`config.mk`:
```
export PLATFORM = sky130hd
export DESIGN_NAME = glb_core_pc_dma_flat
export DESIGN_NICKNAME = d
export VERILOG_FILES = /design/src/rtl/glb_core_pc_dma_if.sv /design/src/rtl/glb_core_pc_dma.sv /design/src/flat_wrapper.sv
export SDC_FILE = /design/constraint.sdc
export NUM_CORES = 1
export LEC_CHECK = 0
export ABC_AREA = 1
export ABC_CLOCK_PERIOD_IN_PS = 4200
export BUFFER_PORTS_ARGS = -buffer_cell sky130_fd_sc_hd__clkbuf_2
export CORE_MARGIN = 3
export CORE_UTILIZATION = 49
export CTS_CLUSTER_DIAMETER = 60
export DETAILED_ROUTE_END_ITERATION = 7
export PLACE_DENSITY = 0.89
export SLEW_MARGIN = 20
export SYNTH_ARGS = -nofsm -noshare
export SYNTH_HDL_FRONTEND = slang
export SYNTH_SLANG_ARGS = --single-unit
```
`constraint.sdc`:
```
create_clock -name clk -period 4.2 [get_ports clk]
set_input_delay 0 -clock clk [delete_from_list [all_inputs] [get_ports clk]]
set_output_delay 0 -clock clk [all_outputs]
set_load 0.05 [all_outputs]
```
`src/rtl/glb_core_pc_dma_if.sv`:
```
// Read-request / read-response channel between the PC DMA and the tile switch.
// master = DMA side (issues rdrq, receives rdrs); slave = tile switch side.
interface glb_core_pc_dma_if #(
  parameter int ADDR_WIDTH = 19,
  parameter int DATA_WIDTH = 64
);
  logic                  rdrq_valid;
  logic [ADDR_WIDTH-1:0] rdrq_addr;
  logic                  rdrs_valid;
  logic [DATA_WIDTH-1:0] rdrs_data;

  modport master (
    output rdrq_valid,
    output rdrq_addr,
    input  rdrs_valid,
    input  rdrs_data
  );

  modport slave (
    input  rdrq_valid,
    input  rdrq_addr,
    output rdrs_valid,
    output rdrs_data
  );
endinterface

```
`src/rtl/glb_core_pc_dma.sv`:
```
// Parallel-configuration read initiator for one GLB tile: fetches config words and replays them as CGRA config writes.
// Optional busy-cycle counter (perf_cycles) is built only when GLB_PC_DMA_PERF_EN is defined.
//
// state | meaning
// IDLE  | waiting for start_pulse
// REQ   | issuing read requests while credits remain
// DRAIN | all requests issued, waiting for remaining responses
// DONE  | one-cycle completion, done_pulse high
module glb_core_pc_dma #(
  parameter int ADDR_WIDTH      = 19,
  parameter int CNT_WIDTH       = 20,
  parameter int DATA_WIDTH      = 64,
  parameter int BYTE_OFFSET     = 3,
  parameter int MAX_OUTSTANDING = 8
) (
  input  logic                  clk,
  input  logic                  reset,
  input  logic                  start_pulse,
  input  logic [ADDR_WIDTH-1:0] cfg_start_addr,
  input  logic [CNT_WIDTH-1:0]  cfg_num_cfg,
  glb_core_pc_dma_if.master     rd,
  output logic                  cgra_cfg_wr_en,
  output logic [31:0]           cgra_cfg_addr,
  output logic [31:0]           cgra_cfg_data,
  output logic                  busy,
  output logic                  done_pulse,
  output logic                  err_spurious
`ifdef GLB_PC_DMA_PERF_EN
  ,
  output logic [31:0]           perf_cycles
`endif
);

  localparam int OUT_W = $clog2(MAX_OUTSTANDING + 1);
  localparam logic [ADDR_WIDTH-1:0] STRIDE = ADDR_WIDTH'(1) << BYTE_OFFSET;
  localparam logic [ADDR_WIDTH-1:0] ALIGN_MASK = ~(STRIDE - ADDR_WIDTH'(1));

  typedef enum logic [1:0] {IDLE, REQ, DRAIN, DONE} state_t;

  state_t                state;
  logic [ADDR_WIDTH-1:0] addr;
  logic [CNT_WIDTH-1:0]  num_cfg;
  logic [CNT_WIDTH-1:0]  req_cnt;
  logic [CNT_WIDTH-1:0]  rsp_cnt;
  logic [OUT_W-1:0]      outstanding;
  logic                  req_fire;
  logic                  rsp_acc;

  // Credit check uses the registered count, so a response frees its credit only for the following cycle.
  assign req_fire      = (state == REQ) && (outstanding < OUT_W'(MAX_OUTSTANDING));
  assign rsp_acc       = rd.rdrs_valid && (state != IDLE) && (outstanding != '0);
  assign rd.rdrq_valid = req_fire;
  assign rd.rdrq_addr  = addr;

  always_ff @(posedge clk or posedge reset) begin
    if (reset) begin
      state          <= IDLE;
      addr           <= '0;
      num_cfg        <= '0;
      req_cnt        <= '0;
      rsp_cnt        <= '0;
      outstanding    <= '0;
      cgra_cfg_wr_en <= 1'b0;
      cgra_cfg_addr  <= '0;
      cgra_cfg_data  <= '0;
      busy           <= 1'b0;
      done_pulse     <= 1'b0;
      err_spurious   <= 1'b0;
`ifdef GLB_PC_DMA_PERF_EN
      perf_cycles    <= '0;
`endif
    end else begin
      cgra_cfg_wr_en <= rsp_acc;
      done_pulse     <= 1'b0;
      if (rsp_acc) begin
        cgra_cfg_addr <= rd.rdrs_data[DATA_WIDTH-1 -: 32];
        cgra_cfg_data <= rd.rdrs_data[31:0];
        rsp_cnt       <= rsp_cnt + CNT_WIDTH'(1);
      end
      if (req_fire) begin
        addr    <= addr + STRIDE;
        req_cnt <= req_cnt + CNT_WIDTH'(1);
      end
      if (req_fire && !rsp_acc)
        outstanding <= outstanding + OUT_W'(1);
      else if (!req_fire && rsp_acc)
        outstanding <= outstanding - OUT_W'(1);
`ifdef GLB_PC_DMA_PERF_EN
      if (busy)
        perf_cycles <= perf_cycles + 32'd1;
`endif
      case (state)
        IDLE: begin
          if (start_pulse) begin
            err_spurious <= 1'b0;
            busy         <= 1'b1;
`ifdef GLB_PC_DMA_PERF_EN
            perf_cycles  <= '0;
`endif
            if (cfg_num_cfg != '0) begin
              addr    <= cfg_start_addr & ALIGN_MASK;
              num_cfg <= cfg_num_cfg;
              req_cnt <= '0;
              rsp_cnt <= '0;
              state   <= REQ;
            end else begin
              done_pulse <= 1'b1;
              state      <= DONE;
            end
          end
        end
        REQ: begin
          if (req_fire && (req_cnt == num_cfg - CNT_WIDTH'(1)))
            state <= DRAIN;
        end
        DRAIN: begin
          if (rsp_acc && (rsp_cnt == num_cfg - CNT_WIDTH'(1))) begin
            done_pulse <= 1'b1;
            state      <= DONE;
          end
        end
        DONE: begin
          busy  <= 1'b0;
          state <= IDLE;
        end
        default: state <= IDLE;
      endcase
      // Placed after the start handling so a spurious response wins over the clear.
      if (rd.rdrs_valid && !rsp_acc)
        err_spurious <= 1'b1;
    end
  end

endmodule

```
`src/flat_wrapper.sv`:
```
// flat-port wrapper written by rule: the top's interface ports become plain ports
module glb_core_pc_dma_flat 
#(
  parameter int ADDR_WIDTH      = 19,
  parameter int CNT_WIDTH       = 20,
  parameter int DATA_WIDTH      = 64,
  parameter int BYTE_OFFSET     = 3,
  parameter int MAX_OUTSTANDING = 8
)
  (clk, reset, start_pulse, cfg_start_addr, cfg_num_cfg, cgra_cfg_wr_en, cgra_cfg_addr, cgra_cfg_data, busy, done_pulse, err_spurious, rd_rdrq_valid, rd_rdrq_addr, rd_rdrs_valid, rd_rdrs_data);
  glb_core_pc_dma_if #(.ADDR_WIDTH(ADDR_WIDTH), .DATA_WIDTH(DATA_WIDTH)) rd_i ();
  input  logic clk;
  input  logic reset;
  input  logic start_pulse;
  input  logic [ADDR_WIDTH-1:0] cfg_start_addr;
  input  logic [CNT_WIDTH-1:0] cfg_num_cfg;
  output logic cgra_cfg_wr_en;
  output logic [31:0] cgra_cfg_addr;
  output logic [31:0] cgra_cfg_data;
  output logic busy;
  output logic done_pulse;
  output logic err_spurious;
  output wire logic [$bits(rd_i.rdrq_valid)-1:0] rd_rdrq_valid;
  output wire logic [$bits(rd_i.rdrq_addr)-1:0] rd_rdrq_addr;
  input wire logic [$bits(rd_i.rdrs_valid)-1:0] rd_rdrs_valid;
  input wire logic [$bits(rd_i.rdrs_data)-1:0] rd_rdrs_data;
  assign rd_rdrq_valid = rd_i.rdrq_valid;
  assign rd_rdrq_addr = rd_i.rdrq_addr;
  assign rd_i.rdrs_valid = rd_rdrs_valid;
  assign rd_i.rdrs_data = rd_rdrs_data;
  glb_core_pc_dma #(.ADDR_WIDTH(ADDR_WIDTH), .CNT_WIDTH(CNT_WIDTH), .DATA_WIDTH(DATA_WIDTH), .BYTE_OFFSET(BYTE_OFFSET), .MAX_OUTSTANDING(MAX_OUTSTANDING)) u_core (.clk(clk), .reset(reset), .start_pulse(start_pulse), .cfg_start_addr(cfg_start_addr), .cfg_num_cfg(cfg_num_cfg), .rd(rd_i), .cgra_cfg_wr_en(cgra_cfg_wr_en), .cgra_cfg_addr(cgra_cfg_addr), .cgra_cfg_data(cgra_cfg_data), .busy(busy), .done_pulse(done_pulse), .err_spurious(err_spurious));
endmodule
```
Word-level counts from Yosys, hierarchy flattened

Index checks and enable logic that the tools add are counted.

Reduce and logical (&&, ||, !) cells: 22
$lt $le $gt $ge: 1
Equality and inequality tests: 8
Add/subtract/negate cells: 6
Multiplexer cells: 28

Operators with widths:

| kind                                                                  | number |
|---|---|
| 20-bit two-way mux                                                    | 8 |
| 19-bit two-way mux                                                    | 4 |
| 20-bit by 1-bit adder with 20-bit output (second input constant)      | 2 |
| 20-bit == test                                                        | 2 |
| 20-bit nonzero test                                                   | 1 |
| 20-bit by 1-bit subtractor with 20-bit output (second input constant) | 1 |
| 19-bit by 4-bit adder with 19-bit output (second input constant)      | 1 |
| 2-bit nonzero test                                                    | 5 |
| 1-bit logical AND                                                     | 8 |
| 2-bit two-way mux                                                     | 4 |
| 4-bit two-way mux                                                     | 2 |
| 2-bit case mux with 4 select lines                                    | 1 |
| 1-bit two-way mux                                                     | 7 |
| 3-bit AND reduction                                                   | 2 |
| 4-bit by 1-bit adder with 4-bit output (second input constant)        | 1 |
| 2-bit == test (second input constant)                                 | 2 |
| 4-bit < comparator (second input constant)                            | 1 |
| 2-bit != test (second input constant)                                 | 2 |
| 1-bit case mux with 2 select lines                                    | 2 |
| 2-bit AND reduction                                                   | 2 |
| 4-bit nonzero test                                                    | 1 |
| 4-bit by 1-bit subtractor with 4-bit output (second input constant)   | 1 |
| 2-bit by 1-bit == test with 1-bit output (second input constant)      | 1 |
| 1-bit zero test                                                       | 2 |
| 2 further kinds                                                       | 2 |

Output and inout port bits: 88
Input port bits: 107
Logic and storage cells: 77
Register bits after elaboration: 153

Logic depth before layout (Yosys ltp)

Gate-level depths: netlist (run 1).

Word-level depth: 7
Mapped depth: 19
Mapped depth without buffers: 18

Least setup slack after synthesis (run 1)

No wires, ideal clock.

Path type: register -> register
Start point: register u_core.state[0]
End point: register u_core.outstanding[3]
Setup slack: 1667 ps
Library setup time: 125 ps
Path buffers: 2
Required time: 4075 ps
Stages on the path, launching flop included: 16
Arrival time: 2408 ps
Period minus slack after synthesis: 2533 ps
Cell sequence: dfrtp_1 -> inv_1 -> ha_1 -> nor2_1 -> nand2_1 -> buf_2 -> buf_1 -> ha_1 -> inv_1 -> ha_1 -> a21o_1 -> a21oi_1 -> nand2_1 -> nand2_1 -> nor2_1 -> xor2_1

Longest elaborated chain between the ends: 6
Elaborated cells on any way between the ends: 11
Those cells by class: 1 x eq/ne; 1 x mux; 9 x reduce/logical

RTL lines:

| item                                                    | line                   | RTL |
|---|---|---|
| from (decl)                                             | glb_core_pc_dma.sv:40  | `state_t state;` |
| from (signal assigned)                                  | glb_core_pc_dma.sv:57  | `state <= IDLE;` |
| from (signal assigned)                                  | glb_core_pc_dma.sv:105 | `state <= REQ;` |
| from (signal assigned)                                  | glb_core_pc_dma.sv:108 | `state <= DONE;` |
| 2-bit nonzero test                                      | glb_core_pc_dma.sv:51  | `assign rsp_acc = rd.rdrs_valid && (state != IDLE) && (outstanding != '0);` |
| 1-bit logical AND (2 in a row)                          | glb_core_pc_dma.sv:51  |  |
| 1-bit zero test                                         | glb_core_pc_dma.sv:84  | `if (req_fire && !rsp_acc)` |
| 1-bit logical AND                                       | glb_core_pc_dma.sv:84  |  |
| 4-bit two-way mux or 2-bit nonzero test (tied branches) | --                     |  |
| to (signal assigned)                                    | glb_core_pc_dma.sv:85  | `outstanding <= outstanding + OUT_W'(1);` |
| to (signal assigned)                                    | glb_core_pc_dma.sv:87  | `outstanding <= outstanding - OUT_W'(1);` |
| to (decl)                                               | glb_core_pc_dma.sv:45  | `logic [OUT_W-1:0] outstanding;` |

Parallel ways exist; a longest one is shown, timed or not.
A chain may end at the register's enable or synchronous reset.

Worst setup path after layout (run 1)

Start point: register u_core.state[0]
End point: register u_core.rsp_cnt[15]

Longest elaborated chain between the ends: 7
Elaborated cells on any way between the ends: 8
Those cells by class: 4 x mux; 4 x reduce/logical

RTL lines:

| item                           | line                   | RTL |
|---|---|---|
| 2-bit nonzero test             | glb_core_pc_dma.sv:51  |  |
| 1-bit logical AND (2 in a row) | glb_core_pc_dma.sv:51  |  |
| 20-bit two-way mux             | glb_core_pc_dma.sv:75  | `if (rsp_acc) begin` |
| 20-bit two-way mux             | glb_core_pc_dma.sv:100 | `if (cfg_num_cfg != '0) begin` |
| 20-bit two-way mux             | glb_core_pc_dma.sv:94  | `if (start_pulse) begin` |
| 20-bit two-way mux *           | glb_core_pc_dma.sv:92  | `case (state)` |
| to (signal assigned)           | glb_core_pc_dma.sv:78  | `rsp_cnt <= rsp_cnt + CNT_WIDTH'(1);` |
| to (decl)                      | glb_core_pc_dma.sv:44  | `logic [CNT_WIDTH-1:0] rsp_cnt;` |

Every way passes the cells marked *; elsewhere a longest branch is shown, timed or not.

==> results of run 1 <==
-- cell families after synthesis --
group                      Yosys count  share of synthesized area (%)
and+or+nand+nor                    665                           35.2
adders and majority gates           12                           1.94
other                                1                         0.0461
xor gates and xnor gates            31                           3.34
DFF                                150                           46.1
buffers and inverters              152                           7.38
AOI/OAI and AO/OA                   92                           5.94
-- power by group --
part	switching (mW)	internal [mW]	total (mW)
Combinational	3.14	1.09	4.24
Sequential	0.531	1.98	2.51
Clock	0.689	0.860	1.55
-- per-layer routing --
metal	global-route usage (%)	routed length (microns)	vias up
li1	-	-	4053
met1	35.8	10000	4035
met2	47.9	12700	434
met3	6.00	2030	80
met4	13.1	953	0
met5	0	0	-
-- cell usage after synthesis, drive strengths merged, types with 3 or more instances --
cell    instances  area share, %
nor4            8           0.62
inv           119            5.5
a21oi          26            1.6
a31oi           3           0.23
buf            12           0.89
dfrtp         150             46
nand3          99            6.3
xnor2           9           0.97
nand2         418             20
clkbuf         20           0.94
nor3           20            1.7
nor2          103            5.7
nand4          14            1.2
ha             11            1.7
o21ai          55            3.4
xor2           22            2.4
-- flip-flops by register name (all words and copies together) (netlist names), 2 cells and up --
register              flops
u_core.cgra_cfg_addr     32
u_core.cgra_cfg_data     32
u_core.num_cfg           20
u_core.req_cnt           20
u_core.rsp_cnt           20
u_core.rd.rdrq_addr      16
u_core.outstanding        4
u_core.state              2
-- worst max-delay path by stage --
stage	endpoint	slack, ps	depth (start not counted)
after floorplan	u_core.busy$_DFFE_PP0P_	160	1
after global placement	u_core.rsp_cnt[15]$_DFF_PP0_	1640	12
after detailed placement	u_core.rsp_cnt[15]$_DFF_PP0_	1530	12
after CTS	u_core.outstanding[3]$_DFFE_PP0P_	1540	13
after global routing	u_core.state[1]$_DFFE_PP0P_	1130	17
final	u_core.rsp_cnt[15]$_DFF_PP0_	1520	12
-- critical path, cell delays in order (launching register included) --
cell                      delay (ps)
sky130_fd_sc_hd__dfrtp_1         400
sky130_fd_sc_hd__inv_1            80
sky130_fd_sc_hd__ha_1            250
sky130_fd_sc_hd__nor2_1          140
sky130_fd_sc_hd__nand2_2         300
sky130_fd_sc_hd__nor2_2          250
sky130_fd_sc_hd__nand4_2         170
sky130_fd_sc_hd__nor3_4          270
sky130_fd_sc_hd__nand3_2         150
sky130_fd_sc_hd__nor2_1          200
sky130_fd_sc_hd__nand2_1         130
sky130_fd_sc_hd__o21ai_0         160
sky130_fd_sc_hd__a21oi_1          50
-- through the flow --
step	cells	setup WS, ps
after floorplan	1105	164
after global placement	1483	1640
after detailed placement	1483	1530
after CTS	1618	1540
after global routing	1618	1130
final	1620	1520
-- cell type report --
type / count / area (sq um)
Multi-Input combinational cell: 803 / 3790
Clock buffer: 18 / 439
Fill cell: 1220 / 5170
Clock inverter: 14 / 151
Tap cell: 216 / 270
Sequential cell: 150 / 3750
Inverter: 120 / 457
Antenna cell: 2 / 5.00
Timing Repair Buffer: 297 / 2020
==> results list, run 1 <==
- TritonCTS built the clock tree.
- Via count of the first global-routing pass: between 8000 and 9000
- Summed over all cells, the static leakage comes to 5.62 nW.
- The critical path is of the reg2reg type.
* Wire length after detailed routing: between 20000 and 30000 microns
- After synthesis, the netlist uses 39 different library cells.
- The H-tree was split into 4 levels.
* Maximum resistive drop on vdd: ~0.67 mV
* Antenna violations before repair: 0
* Part of the cycle the worst path needs: roughly 64%
* Per-instance average area after synthesis: 7.38 sq um
- Setup total negative slack: 0 ps
* Skew-Pair Late Insertion Delay: 420 ps
- Number of enable flip-flop cells after synthesis: 0
* Measured slew at the worst slew-check pin: a little over 800 ps
- Yosys reg bits: 150
- Drc violations: 0
* Worst-case clock buffer depth: 2
- Count of standard-cell rows: 46
- The placed instances occupy a cell area of roughly 9000 sq um.
* Post-cts gate resize count: 0
- Using the TritonRoute via totals, the vias-per-cell ratio works out to 5.31.
- Outcome: completed
* Register-to-Register Setup Slack: 1520 ps
- The region available for standard cell placement spans around 16000 sq um.
- For this design the top-level I/O count stands at ~200.
* Overall power consumption: between 8 and 9 mW
* Most frequent cells in the layout: 409 x sky130_fd_sc_hd__nand2_1, 188 x sky130_fd_sc_hd__clkbuf_2, 150 x sky130_fd_sc_hd__dfrtp_1
* Synth Flop Type: sky130_fd_sc_hd__dfrtp_1
* Post-CTS Setup Inserts: 0
- Overflow left after global routing: 0
- Setup repair after global routing left no endpoint under its margin.
* Most common cell after layout, fill and taps aside: sky130_fd_sc_hd__nand2_1
* First DRT Iteration DRCs: roughly 650
* Antenna-violating nets left: 0
- Measured on the finished design, the core utilization comes to between 60% and 70%.
* Class of the worst hold path: in2async
* Nets: between 1500 and 2000
- Dividing the detail-routed wire length by the instance count gives approximately 16 microns.
* Count of pins over their slew limit: 0
- Entering global routing, the biggest net connects 69 pins.
* Critical R2R Launch: u_core.state[0]$_DFFE_PP0P_
- Depth of the most critical reg-to-reg path: 12
- The first TritonRoute pass finished after 6 iterations.
- Clock period minus final worst setup slack: 2680 ps
* Starting Density: 50.7%
- Relative max-transition margin: around 45%
- Async S/R FF share, synth: 100%
- Setup crit start: u_core.state[0]$_DFFE_PP0P_
* Final hold violation count: 0
- The die covers about 18000 sq um.
- STA puts the critical path data arrival time at 2990 ps.
* Endpoint class of the critical path: register
* Final estimated routing congestion in global placement: slightly below 1
* Synthesized area: ~8100 sq um
- Reg-to-Reg End: u_core.rsp_cnt[15]$_DFF_PP0_
* Maximum fanout along the worst path: 22
- The number of clock buffers added by TritonCTS is 17.
- From synthesis to final layout, the design area changed by 33.8%.
- STA puts the critical path data required time at 4510 ps.
- For this run, the top clock speed supported by timing is between 0.3 and 0.4 GHz.
- Across all hold checks on the routed design, the worst slack comes to 225 ps.
* Final design area excluding fillers: between 10000 and 15000 sq um
* Final Setup Violations: 0
- Sequential elements use 46.1% of the synthesized area.
- Cell at the root of the clock tree: sky130_fd_sc_hd__clkbuf_16
* Share of post-route cells with drive strength above 1: approximately 20%
- The detailed router placed roughly 8600 vias in this run.
- Power per cell area: 763 nW/um^2
* CP startpoint kind: register
- Number of buffers added on ports: approximately 190
- Die width: ~130 microns
- Max-cap violations in this run came to 0.
- The first global-routing pass estimated 41600 microns of wire.
- Post-Route Skew: 8.12 ps
* Clock-pin transition on the worst setup and hold timing paths: 70 ps
- Synthesis produced a netlist whose cell count is around 1100.
* Number of warnings printed during yosys synthesis: 0
- From bottom edge to top edge, the die measures approximately 130 microns.
- All-Layer GR Usage: between 20 and 30%
* Number of hold buffers added after cts: between 100 and 150
- CTS saw 150 sinks.
- After legalization and detailed placement, the total HPWL measured between 15000 and 20000 microns.
No activity file was read; power rests on OpenSTA's default activity.
==> run 2, diff against run 1 <==
--- a/config.mk
+++ b/config.mk
@@ -6,7 +6,7 @@
 export NUM_CORES = 1
 export LEC_CHECK = 0
 export ABC_AREA = 1
-export ABC_CLOCK_PERIOD_IN_PS = 4200
+export ABC_CLOCK_PERIOD_IN_PS = 2250
 export BUFFER_PORTS_ARGS = -buffer_cell sky130_fd_sc_hd__clkbuf_2
 export CORE_MARGIN = 3
 export CORE_UTILIZATION = 49
==> constraint.sdc (replaced) <==
create_clock -name clk -period 2.25 [get_ports clk]
set_input_delay 0 -clock clk [delete_from_list [all_inputs] [get_ports clk]]
set_output_delay 0 -clock clk [all_outputs]
set_load 0.05 [all_outputs]
==> results list, run 2 (synthesis gave the netlist of run 1 again) <==
- The core region is between 15000 and 20000 sq um.
- Measured slew at the worst slew-check pin: about 550 ps
* Non-filler instance count after layout: about 1700
- Number of placed I/O pins: about 200
* Skew-Pair Late Insertion Delay: 430 ps
- The hold violation total from the final report was 0.
* Most common cell after layout, fill and taps aside: sky130_fd_sc_hd__nand2_1
* TritonCTS clock tree: yes
- Summed over all cells, the static leakage comes to approximately 5.9 nW.
- Count of pins over their slew limit: 0
- Setup repair after global routing could not meet its margin everywhere.
* GR Util met3: slightly below 8%
* Antenna violations before repair: 0
- Routed length per placed instance: ~17 microns
- Across the run, the number of max-cap violations was 0.
- Overflow left after global routing: 0
* Wire length after detailed routing: ~28000 microns
- Across every metal layer, demand over resource in global routing totals a little under a third.
- Met1 GRT Util: 35.8%
- STA puts the critical path data arrival time at 2590 ps.
* Die Y-Extent: 135 microns
- Detailed routing inserted a total of between 8000 and 9000 vias.
- For this run, the detailed router's first-pass iteration total came to 6.
- Among all stages on the critical path, the largest delay is contributed by sky130_fd_sc_hd__dfrtp_1.
- The initial utilization of the core area, before any placement, comes to around half.
- After detailed routing, the number of remaining DRC violations is 0.
- Die width: 135 microns
- The largest single stage delay on the critical path is slightly above 400 ps.
- Req. time, crit path: roughly 2600 ps
- Nets: around 1600
* Relative max-transition margin: a little over three fifths
- The count of nets left with antenna violations once routing finished came out at 0.
* Part of the cycle the worst path needs: 101%
- The worst setup path is captured at a register.
* Ordered list of cells on the worst path: inv_2 > ha_4 > nand2_1 > nand2_2 > nand2_2 > nor2_2 > nand3_2 > nor2_2 > nand2_2 > nor2_2 > nand2_1 > nor2_2 > nand3_2 > nand2_2 > nand3_2 > nand2_1 > nand2_1
* Clock period minus final worst setup slack: 2270 ps
* Die outline area: ~18000 sq um
- Input and output buffers added on the ports amount to ~190.
- Clock-pin slew was measured on the worst setup and hold paths at ~70 ps.
- Buffers inserted during clock tree synthesis total 17.
- The largest registers in the layout are u_core.cgra_cfg_addr x32, u_core.cgra_cfg_data x32.
- The number of antenna diodes in the final layout is 0.
- The first routing iteration left 612 violations.
- STA classifies the critical path startpoint as a register.
- Number of sinks driven by the clock tree: 150
* Most frequent cells in the layout: 392 x sky130_fd_sc_hd__nand2_1, 188 x sky130_fd_sc_hd__clkbuf_2, 146 x sky130_fd_sc_hd__dfrtp_1
- The H-tree generated during clock tree synthesis spans 4 levels.
- Row generation in the floorplan step produced between 40 and 50 rows.
- Setup total negative slack: -40.8 ps
* Met2 usage in global routing: a little over half
- The HPWL after detailed placement is roughly 18000 microns.
- The first global-routing pass estimated 43700 microns of wire.
- Maximum resistive drop on vdd: 1.35 mV
- The final reports fail on setup timing.
- Via count of the first global-routing pass: 8932
* Cell at the root of the clock tree: sky130_fd_sc_hd__clkbuf_16
* Worst-case clock buffer depth: 2
* Power per cell area: ~1400 nW/um^2
- Post-detailed-route via-to-cell ratio: about 5.4
- From synthesis to final layout, the design area changed by 42.4%.
* Maximum fanout along the worst path: 3
- Post-Route Skew: roughly 10 ps
* Class of the worst hold path: in2async
- In this run the most used layer during global routing was met2.
* Count of placed standard cells including taps: between 1500 and 2000
- Maximum number of pins on one net before global-route repair: 58
* Worst setup slack after layout: -24.7 ps
- Outcome: complete, but fails checks
- Final estimated routing congestion in global placement: slightly below 1
- By startpoint and endpoint, the worst setup path is classified as reg2reg.
- Based on the critical path, the design can be clocked at up to between 0.4 and 0.5 GHz.
- The post-route netlist has a little over a quarter of its cells at a drive strength greater than 1.
- Setup violations remaining at the end of the flow were counted as 2.
==> run 2: cell types whose count changed in the layout (fill, tap and decap cells not counted), sizes merged <==
cell,change
inv,-3
diode,-2
clkinvlp,+2
clkbuf,+1
buf,+47
==> run 2: stage by stage <==
step	cell area [sq um]	util, %	setup slack [ps]	power [mW]	hold WS [ps]
floorplan	8180	-	24.7	10.4	105
global placement	9560	59.5	68.5	12.4	19.6
detailed placement	9560	59.5	-79.4	12.6	24.2
CTS	11200	69.8	7.37	15.7	120
global route	11600	72.2	-177	17.6	148
finish	11600	72.2	-24.7	16.6	146
==> run 2: critical path, delay by kind of cell, from the launching register on <==
family / cells / cell delay [ps]
adder cells (fa/ha/maj): 1 / 290
buffers and inverters: 1 / 70
flip-flops: 1 / 410
AND/OR/NAND/NOR: 15 / 1410
==> run 2: cell type report <==
| type | count | area, sq um |
|---|---|---|
| fillers | 1090 | 4470 |
| multi-input cells | 803 | 4090 |
| flip-flops and latches | 150 | 3760 |
| repair buffers | 344 | 2430 |
| inverters | 120 | 462 |
| clock buffers | 19 | 443 |
| well taps | 216 | 270 |
| clock inverters | 13 | 135 |
==> run 2: path summary, 6_finish.rpt <==
path | start | to | slack [ps] | cells after the start
worst max-delay path | u_core.num_cfg[1]$_DFFE_PP0P_ | u_core.state[0]$_DFFE_PP0P_ | -20 | 17
worst min-delay path | reset | u_core.cgra_cfg_addr[29]$_DFFE_PP0P_ | 150 | 3
worst max register to register | u_core.num_cfg[1]$_DFFE_PP0P_ | u_core.state[0]$_DFFE_PP0P_ | -20 | 17
worst min register to register | u_core.cgra_cfg_addr[16]$_DFFE_PP0P_ | u_core.cgra_cfg_addr[16]$_DFFE_PP0P_ | 480 | 2
max in group asynchronous | reset | u_core.num_cfg[5]$_DFFE_PP0P_ | 1210 | 4
min in group clk | rd_rdrs_data[9] | u_core.cgra_cfg_data[9]$_DFFE_PP0P_ | 300 | 4
==> run 2: report_power, final <==
| group | total [mW] | internal [mW] | switching [mW] |
|---|---|---|---|
| Clock | 2.86 | 1.59 | 1.27 |
| Sequential | 4.72 | 3.71 | 1.00 |
| Combinational | 9.03 | 2.64 | 6.39 |
| Total | 16.6 | 7.94 | 8.66 |
==> run 2: routing by layer <==
| layer | wire length, microns | vias to the layer above |
|---|---|---|
| met5 | 0 | - |
| met1 | 10400 | 4150 |
| met3 | 2440 | 110 |
| li1 | - | 4145 |
| met4 | 1250 | 0 |
| met2 | 13800 | 508 |
==> run 2: what timing repair did <==
item / CTS / global route
hold buffers: 103 / 0
setup buffers: 3 / 14
setup endpoints to repair: 6 / 22
gates cloned: 0 / 0
hold endpoints to repair: 210 / 0
resized for setup: 4 / 80
pin swaps: 2 / 34
==> run 3, diff against run 2 <==
--- a/config.mk
+++ b/config.mk
@@ -13,6 +13,7 @@
 export CTS_CLUSTER_DIAMETER = 60
 export DETAILED_ROUTE_END_ITERATION = 7
 export PLACE_DENSITY = 0.89
+export SKIP_LAST_GASP = 1
 export SLEW_MARGIN = 20
 export SYNTH_ARGS = -nofsm -noshare
 export SYNTH_HDL_FRONTEND = slang
==> results list, run 3 (synthesis gave the netlist of run 1 again) <==
* Die Y-Extent: 135 microns
- The congestion estimate from routability-driven global placement came to between 0.9 and 1.
- The library cell used most frequently in the layout, excluding fill and tap cells, is sky130_fd_sc_hd__nand2_1.
* Relative max-transition margin: a little over three fifths
- Placeable Area: roughly 16000 sq um
- Across the VDD grid, the largest voltage drop is 1.35 mV.
* Die width: 135 microns
- Setup repair after global routing could not meet its margin everywhere.
- Class of the worst hold path: in2async
* Post-detailed-route via-to-cell ratio: 5.31
- All-Layer GR Usage: about 30%
* Worst setup slack after layout: -24.7 ps
- TritonCTS clock tree: yes
- Count of pins over their slew limit: 0
- Clock period minus final worst setup slack: roughly 2300 ps
- Global routing finished with a remaining overflow of 0.
- The first global-routing pass estimated ~44000 microns of wire.
- The detail route stage leaves a number of antenna-violating nets equal to 0.
* Number of buffers added by the clock tree synthesis step: 17
- Final hold violation count: 0
- Depth of the CTS H-tree: 4
* Count of max-cap constraint violations: 0
* Final design area excluding fillers: 11600 sq um
* Number of buffers added on ports: around 190
* Clock-pin transition on the worst setup and hold timing paths: about 70 ps
- Wire length after detailed routing: ~28000 microns
- The critical path is of the reg2reg type.
* Measured slew at the worst slew-check pin: 556 ps
- Once placement finished, the instance area stood at about 9600 sq um.
* Post-Route Skew: around 11 ps
- Total number of vias: slightly below 9000
* Count of standard-cell rows: 46
* Cell at the root of the clock tree: sky130_fd_sc_hd__clkbuf_16
- Part of the cycle the worst path needs: 101%
* Skew-Pair Late Insertion Delay: 430 ps
* Most frequent cells in the layout: 392 x sky130_fd_sc_hd__nand2_1, 188 x sky130_fd_sc_hd__clkbuf_2, 146 x sky130_fd_sc_hd__dfrtp_1
- For this design, the sink count on the clock tree is 150.
- Relative to the synthesized area, the layout overhead comes to 42.0%.
- Nets: approximately 1600
- Lkg Pwr: slightly below 6 nW
* Worst slack, placed: -79.4 ps
- Setup total negative slack: -41.7 ps
* Violated checks: setup timing
- Of all nets on the critical path, the largest fanout is 3.
- Setup violations remaining at the end of the flow were counted as 2.
* Data arrival time of the critical path: between 2000 and 3000 ps
- Number of placed I/O pins: a little under 200
* Share of post-route cells with drive strength above 1: 26.2%
- CP startpoint kind: register
- The worst setup path is captured at a register.
- Antenna violations before repair: 0
- For this block, the initial DRC count from the detailed router was 626.
* Routed length per placed instance: roughly 17 microns
- Data on the critical path is required at its endpoint by 2570 ps.
- Fin Hold WS: between 100 and 150 ps
* Starting Density: between 50% and 60%
* Power per cell area: 1430 nW/um^2
- Entering global routing, the biggest net connects slightly below 60 pins.
* Outcome: complete, but fails checks
- At the end of the flow the core is filled with cells to a little under three quarters.
- In the final layout, the registers with the most flip-flops are u_core.cgra_cfg_addr x32, u_core.cgra_cfg_data x32.
- The die covers 18200 sq um.
- The HPWL after detailed placement is 17600 microns.
* Highest Clock Rate: roughly 0.44 GHz
* Worst-case clock buffer depth: 2
- The pre-antenna-repair detailed-routing pass consisted of 6 iterations.
* Drc violations: 0
* Via count of the first global-routing pass: approximately 8900
- The repair_antennas step left the layout with diodes totalling 0.
==> run 3: cell counts in the layout (fill, tap and decap cells not counted) <==
Identical to the previous run, type by type.
==> run 3: cell type report <==
cell class	instances	area, sq um
Tap cell	216	270
Fill cell	1094	4500
Clock buffer	19	443
Timing Repair Buffer	344	2430
Inverter	120	462
Sequential cell	150	3760
Clock inverter	13	135
Multi-Input combinational cell	803	4060
==> run 3: critical path, cell delays in order (launching register included) <==
cell,delay (ps)
sky130_fd_sc_hd__dfrtp_1,410
sky130_fd_sc_hd__inv_2,70
sky130_fd_sc_hd__ha_4,290
sky130_fd_sc_hd__nand2_1,80
sky130_fd_sc_hd__nand2_2,80
sky130_fd_sc_hd__nand2_2,80
sky130_fd_sc_hd__nor2_2,170
sky130_fd_sc_hd__nand3_2,100
sky130_fd_sc_hd__nor2_2,120
sky130_fd_sc_hd__nand2_2,60
sky130_fd_sc_hd__nor2_2,90
sky130_fd_sc_hd__nand2_1,70
sky130_fd_sc_hd__nor2_2,110
sky130_fd_sc_hd__nand3_2,110
sky130_fd_sc_hd__nand2_2,120
sky130_fd_sc_hd__nand3_2,80
sky130_fd_sc_hd__nand2_1,80
sky130_fd_sc_hd__nand2_1,60
==> run 3: repair_timing <==
action | CTS | global route
hold buffers | 103 | 0
pin swaps | 2 | 34
buffers inserted | 3 | 14
resized for setup | 4 | 74
hold endpoints to repair | 210 | 0
setup endpoints to repair | 6 | 22
==> run 3: metal layers <==
| layer | part of all wire (%) | GRT usage, % | routed length (microns) |
|---|---|---|---|
| met2 | 50 | 52.5 | 13900 |
| met3 | 8.0 | 7.86 | 2230 |
| met4 | 4.2 | 12.6 | 1170 |
| met5 | 0 | 0 | 0 |
| met1 | 38 | 35.8 | 10600 |
==> run 3: worst paths after layout <==
kind | startpoint | end | slack [ps] | cells past startpoint
min in group clk | rd_rdrs_data[9] | u_core.cgra_cfg_data[9]$_DFFE_PP0P_ | 300 | 4
setup reg to reg | u_core.num_cfg[1]$_DFFE_PP0P_ | u_core.state[0]$_DFFE_PP0P_ | -20 | 17
max in group asynchronous | reset | u_core.num_cfg[5]$_DFFE_PP0P_ | 1200 | 4
setup / recovery | u_core.num_cfg[1]$_DFFE_PP0P_ | u_core.state[0]$_DFFE_PP0P_ | -20 | 17
hold / removal | reset | u_core.cgra_cfg_addr[29]$_DFFE_PP0P_ | 140 | 3
hold reg to reg | u_core.cgra_cfg_addr[16]$_DFFE_PP0P_ | u_core.cgra_cfg_addr[16]$_DFFE_PP0P_ | 480 | 2
==> run 3: where the power goes <==
group          leakage [nW]  switching [mW]  internal (mW)
logic                  3.72            6.37           2.63
clock network         0.277            1.27           1.59
registers              1.89           0.999           3.71
total                  5.89            8.64           7.93
==> run 3: metrics by stage <==
| step | power (mW) | std cells |
|---|---|---|
| global placement | 12.4 | 1513 |
| CTS | 15.7 | 1651 |
| floorplan | 10.4 | 1105 |
| detailed placement | 12.6 | 1513 |
| global route | 17.5 | 1665 |
| finish | 16.6 | 1665 |
